### src/rtl/sdp_ram_init.sv
// sdp_ram_init: simple dual-port RAM (one write port, one read port) with
// byte-lane write enables and a self-clearing sweep after reset.
// After rst falls, every word is written with INIT_VAL, one address per cycle.
// User requests are ignored while the sweep runs.
// Optional build macro SDP_RAM_OUTREG_EN adds a second output register,
// which raises the read latency to 2.

// One write lane: storage for LW bits of every word, plus that lane's read mux.
module sdp_ram_init_lane #(
   parameter int LW       = 8,
   parameter int addrsize = 8,
   parameter int RDW_MODE = 0
) (
   input  logic                clk,
   input  logic                we,
   input  logic [addrsize-1:0] wa,
   input  logic [LW-1:0]       wd,
   input  logic [addrsize-1:0] ra,
   output logic [LW-1:0]       rdat
);
   localparam int DEPTH = 1 << addrsize;

   logic [LW-1:0] mem [DEPTH];

   // lane storage write
   always_ff @(posedge clk) begin
      if (we) mem[wa] <= wd;
   end

   // mode 1 forwards this lane's incoming write on an address match; mode 0 sees pre-write data
   assign rdat = (RDW_MODE == 1 && we && wa == ra) ? wd : mem[ra];
endmodule

module sdp_ram_init #(
   parameter int             MSB      = 8,
   parameter int             addrsize = 8,
   parameter int             NBE      = 1,
   parameter int             RDW_MODE = 0,
   parameter logic [MSB-1:0] INIT_VAL = '0
) (
   input  logic                clk,
   input  logic                rst,
   input  logic                we,
   input  logic [addrsize-1:0] wa,
   input  logic [MSB-1:0]      wd,
   input  logic [NBE-1:0]      wbe,
   input  logic                re,
   input  logic [addrsize-1:0] ra,
   output logic [MSB-1:0]      rd,
   output logic                rd_valid,
   output logic                init_busy
);
   localparam int LW = MSB / NBE;

   typedef enum logic {INIT, RUN} state_t;

   state_t                   state_q, state_d;
   logic [addrsize-1:0]      cnt_q, cnt_d;
   logic                     mem_we;
   logic [addrsize-1:0]      mem_wa;
   logic [NBE-1:0][LW-1:0]   mem_wd;
   logic [NBE-1:0]           mem_be;
   logic                     rd_load;
   logic [NBE-1:0][LW-1:0]   wd_l;
   logic [NBE-1:0][LW-1:0]   rdat;
   logic [MSB-1:0]           rd1;
   logic                     rv1;

   assign wd_l      = wd;
   assign init_busy = rst | (state_q == INIT);

   // state and clear-counter register
   always_ff @(posedge clk) begin
      if (rst) begin
         state_q <= INIT;
         cnt_q   <= '0;
      end else begin
         state_q <= state_d;
         cnt_q   <= cnt_d;
      end
   end

   // next state and the array write port mux: the sweep owns the port in INIT
   always_comb begin
      state_d = state_q;
      cnt_d   = cnt_q;
      mem_we  = 1'b0;
      mem_wa  = wa;
      mem_wd  = wd_l;
      mem_be  = wbe;
      rd_load = 1'b0;
      case (state_q)
         INIT: begin
            mem_we = 1'b1;
            mem_wa = cnt_q;
            mem_wd = INIT_VAL;
            mem_be = '1;
            cnt_d  = cnt_q + 1'b1;   // addrsize-bit counter wraps naturally
            if (&cnt_q) state_d = RUN;
         end
         RUN: begin
            mem_we  = we;
            rd_load = re;
         end
         default: state_d = INIT;
      endcase
      // no array writes or reads while reset is held
      if (rst) begin
         mem_we  = 1'b0;
         rd_load = 1'b0;
      end
   end

   for (genvar i = 0; i < NBE; i++) begin : g_lane
      sdp_ram_init_lane #(
         .LW       (LW),
         .addrsize (addrsize),
         .RDW_MODE (RDW_MODE)
      ) u_lane (
         .clk  (clk),
         .we   (mem_we & mem_be[i]),
         .wa   (mem_wa),
         .wd   (mem_wd[i]),
         .ra   (ra),
         .rdat (rdat[i])
      );
   end

   // registered read data; rd holds when no read is issued
   always_ff @(posedge clk) begin
      if (rst) begin
         rd1 <= '0;
         rv1 <= 1'b0;
      end else begin
         rv1 <= rd_load;
         if (rd_load) rd1 <= rdat;
      end
   end

`ifdef SDP_RAM_OUTREG_EN
   logic [MSB-1:0] rd2;
   logic           rv2;

   // extra output stage, cleared while reset is held or the sweep runs
   always_ff @(posedge clk) begin
      if (rst || state_q == INIT) begin
         rd2 <= '0;
         rv2 <= 1'b0;
      end else begin
         rd2 <= rd1;
         rv2 <= rv1;
      end
   end

   assign rd       = rd2;
   assign rd_valid = rv2;
`else
   assign rd       = rd1;
   assign rd_valid = rv1;
`endif
endmodule

### config.mk
export PLATFORM = sky130hd
export DESIGN_NAME = sdp_ram_init
export DESIGN_NICKNAME = d
export VERILOG_FILES = /design/src/rtl/sdp_ram_init.sv
export SDC_FILE = /design/constraint.sdc
export NUM_CORES = 2
export LEC_CHECK = 0
export BUFFER_PORTS_ARGS = -buffer_cell sky130_fd_sc_hd__buf_2
export CORE_ASPECT_RATIO = 2
export CORE_MARGIN = 5
export CORE_UTILIZATION = 55
export CTS_CLUSTER_SIZE = 12
export DETAILED_ROUTE_END_ITERATION = 7
export GPL_TIMING_DRIVEN = 0
export PLACE_DENSITY = 0.79
export SYNTH_ARGS = -nofsm -noshare
export SYNTH_HDL_FRONTEND = slang
export SYNTH_SLANG_ARGS = --single-unit
### constraint.sdc
create_clock -name clk -period 10.5 [get_ports clk]
set_input_delay 2.1 -clock clk [delete_from_list [all_inputs] [get_ports clk]]
set_output_delay 2.1 -clock clk [all_outputs]
set_load 0.05 [all_outputs]
==> results.md <==
- Largest area contributor in the netlist: edfxtp_1
- CTS max path bufs: 4
- Endpoints failing hold: 0
- Vias in the first global route: 45,080
- Routed vias: around 47,000
- Post-CTS Setup Inserts: 0
- WL per Instance: 52.00 µm
- Leakage: around 31 nW
- Routed wire length: 320,500 µm
- I/O pins: 39
- Dpl hpwl: 211,600 µm
- Pre-antenna DRT Iters: 6
- Die W: between 200 and 300 µm
- Hold Buf Count CTS: 0
- Post-synth EDFFs: between 2,000 and 2,500
- Top_reg_cell synth: edfxtp_1
- Synthesized cell area: a little over 80,000 µm²
- Iter 0 DRT Violations: slightly above 9,000
- Largest stage delay, worst path: ~1.0 ns
- Critical path type: in -> reg
- Yosys reg bits: about 2,100
- Synth Net Count: just under 4,000
- Max-slew headroom: -15.19%
- GR Overflow Total: 0
- IO Port Bufs: 33
- Post-placement cell count: slightly below 6,000
- Max rail drop VDD: ~0.14 mV
- Critical path's slowest cell: clkbuf_1
- Reg2reg setup slack: approximately 5.0 ns
- Global placer's final weighted congestion: roughly 1.1
- TNS Setup: 0 ns
- First-pass GRT wire length: about 420,000 µm
- Async S/R FF share, synth: 0%
- Worst setup margin: 3.787 ns
- Layout Cells excl Fill: around 6,000
- Nets: ~4,200
- Largest net degree at the start of global routing: ~110
- CTS tree: yes
- Crit. End Element: flip-flop
- Instance count of the mapped netlist: roughly 4,000
- RSZ-0062 raised after global routing: no
- Initial Utilization: between 50% and 60%
- CTS root buf: clkbuf_16
- Slew @ Worst Pin: around 1.7 ns
- PostCTS Resize Cnt: 0
- Achievable Freq: approximately 150 MHz
- Syn-to-layout area delta: 10.86%
- Post-synth top cells: edfxtp_1, mux4_2, nor2_1
- Max-slew violation count: between 150 and 200
- Die area: about 150,000 µm²
- Finished Cell Area: around 89,000 µm²
- WP data arrival: between 7 and 8 ns
- Avg Cell Area, Syn: ~20 µm²
- Most frequent cell after synthesis: edfxtp_1
- Final clock skew: between 0.04 and 0.05 ns
- Top cell type's share of synthesized area: between 70% and 80%
- Layout cell share with drive strength beyond 1: 21.20%
- MaxCap Viol Count: 18
- Clock transition at the registers of the reported paths: ~0.070 ns
- Crit path top cell by count: buf_2
- Max Fanout on Critical Path: 11
- Violated checks: max-capacitance violations, max-slew violations
- Post-Place Setup Slack: about 3.3 ns
- Critical path, cell by cell: buf_2, buf_2, buf_2, buf_2, buf_2, buf_2, clkbuf_1, a21oi_1, o21ai_0, nand4_1, o211ai_1
- Synth top area cells: edfxtp_1, mux4_2, mux2i_1, nor2_1, o221ai_1
- # H-tree levels: 4
- Period minus WS final: ~6.7 ns
- PwrDens: ~180 nW/µm²
- Register area share after synthesis: between 70% and 80%
- Core ar.: 145,700 µm²
- Library cells used by synthesis: between 60 and 70
- Final ANT Viol Nets: 0
- Clock sink total: between 2,000 and 2,500
- CP startpoint kind: primary input
- Status: finished with violations
- Hold Crit Class: reg -> reg
- Initial antenna violation count: 26
- CP delay by family, top: buffers and inverters
- Part of the cycle the worst path needs: 63.93%
- Post-DP Area: between 80,000 and 90,000 µm²
- Clk_lat worst skew: 0.90 ns
- Global-route usage over all layers: around 41%
- Number of buffers created by CTS: between 150 and 200
- Buf+Inv Stages, Crit Path: 7
- Rows: slightly below 200
- # DRC: 0
- Yosys warning total: 0
- Req. time, crit path: 11.32 ns
- Die H: between 500 and 600 µm
- Vias per Instance: about 7.7
- Final setup fails: 0
layer usage:
layer	global-route usage, %	part of all wire (%)	vias up
li1	-	-	16740
met1	45.12	28	23920
met4	40.54	13	14
met5	0.1876	0.028	-
met3	14.36	14	1620
met2	62.22	45	5206
worst paths after layout:
path / endpoint / startpoint / cells past startpoint
hold / removal: cnt_q[7] / cnt_q[7] / 2
setup reg to reg: g_lane[0].u_lane.mem[76][1] / state_q / 6
setup / recovery: rd[4] / ra[2] / 11
hold reg to reg: cnt_q[7] / cnt_q[7] / 2
cell families after synthesis:
group,share of synthesized area [%]
fa+ha+maj,0.01552
mux,15.51
buf+inv,1.700
flops,76.75
xor+xnor,0.04347
compound gates,3.218
simple gates,2.768
per-stage QoR:
stage	power (W)	utilization, %	hold slack [ns]
after detailed placement	0.009914	57.64	0.5386
after global placement	0.009908	57.08	0.5098
final	0.01621	61.34	0.5620
after global routing	0.01642	61.29	0.5779
after CTS	0.01606	61.26	0.5472
after floorplan	0.009476	-	0.4776
layout by cell type (no fill, tap or decap), types with 6 or more instances in the layout:
| cell | instances |
|---|---|
| inv_1 | 12 |
| buf_2 | 89 |
| o221ai_1 | 95 |
| o21ai_0 | 37 |
| a21oi_1 | 68 |
| o32ai_2 | 6 |
| nand2_1 | 100 |
| nand4_1 | 6 |
| nor2b_1 | 6 |
| clkbuf_16 | 200 |
| clkbuf_1 | 123 |
| nor4_1 | 10 |
| a31oi_1 | 9 |
| a211oi_1 | 6 |
| clkbuf_2 | 28 |
| nand2b_1 | 9 |
| buf_6 | 26 |
| buf_8 | 7 |
| nand3_1 | 46 |
| edfxtp_1 | 2048 |
| o211ai_1 | 9 |
| diode_2 | 33 |
| buf_16 | 20 |
| buf_4 | 43 |
| a22oi_1 | 35 |
| a21o_1 | 10 |
| dfxtp_1 | 18 |
| nor2_1 | 297 |
| nor2_2 | 7 |
| and2_4 | 8 |
| o22ai_1 | 62 |
| mux2i_1 | 243 |
| mux4_2 | 446 |
| nor3_1 | 25 |
flip-flops by register name, indices dropped and copies added (netlist names):
| name | cells |
|---|---|
| state_q | 1 |
| rd | 8 |
| rd_valid | 1 |
| g_lane.u_lane.mem | 2048 |
| cnt_q | 8 |
final cells by class:
cell class,instances,area [µm²]
inverter,13,48.80
antenna,33,82.58
multi-input combinational,1598,17450
clock inverter,9,95.09
clock buffer,246,5177
timing repair buffer,64,892.1
tap,1900,2377
sequential,2066,61860
buffer,235,1369
fill,9959,56310
power breakdown:
part | switching (W) | total (W) | internal, W
registers | 0.00000273 | 0.00893 | 0.00893
logic | 0.000654 | 0.000878 | 0.000224
clock network | 0.00298 | 0.00640 | 0.00342
worst register-to-register path, cell delays in order, from the launching register on:
cell and delay [ns]:
dfxtp_1 0.35, clkbuf_1 0.45, nand2_1 0.19, o22ai_1 0.84, nand3_1 1.03, clkbuf_2 0.87
nor2_1 1.32
Power figures use the tool's default switching activity.
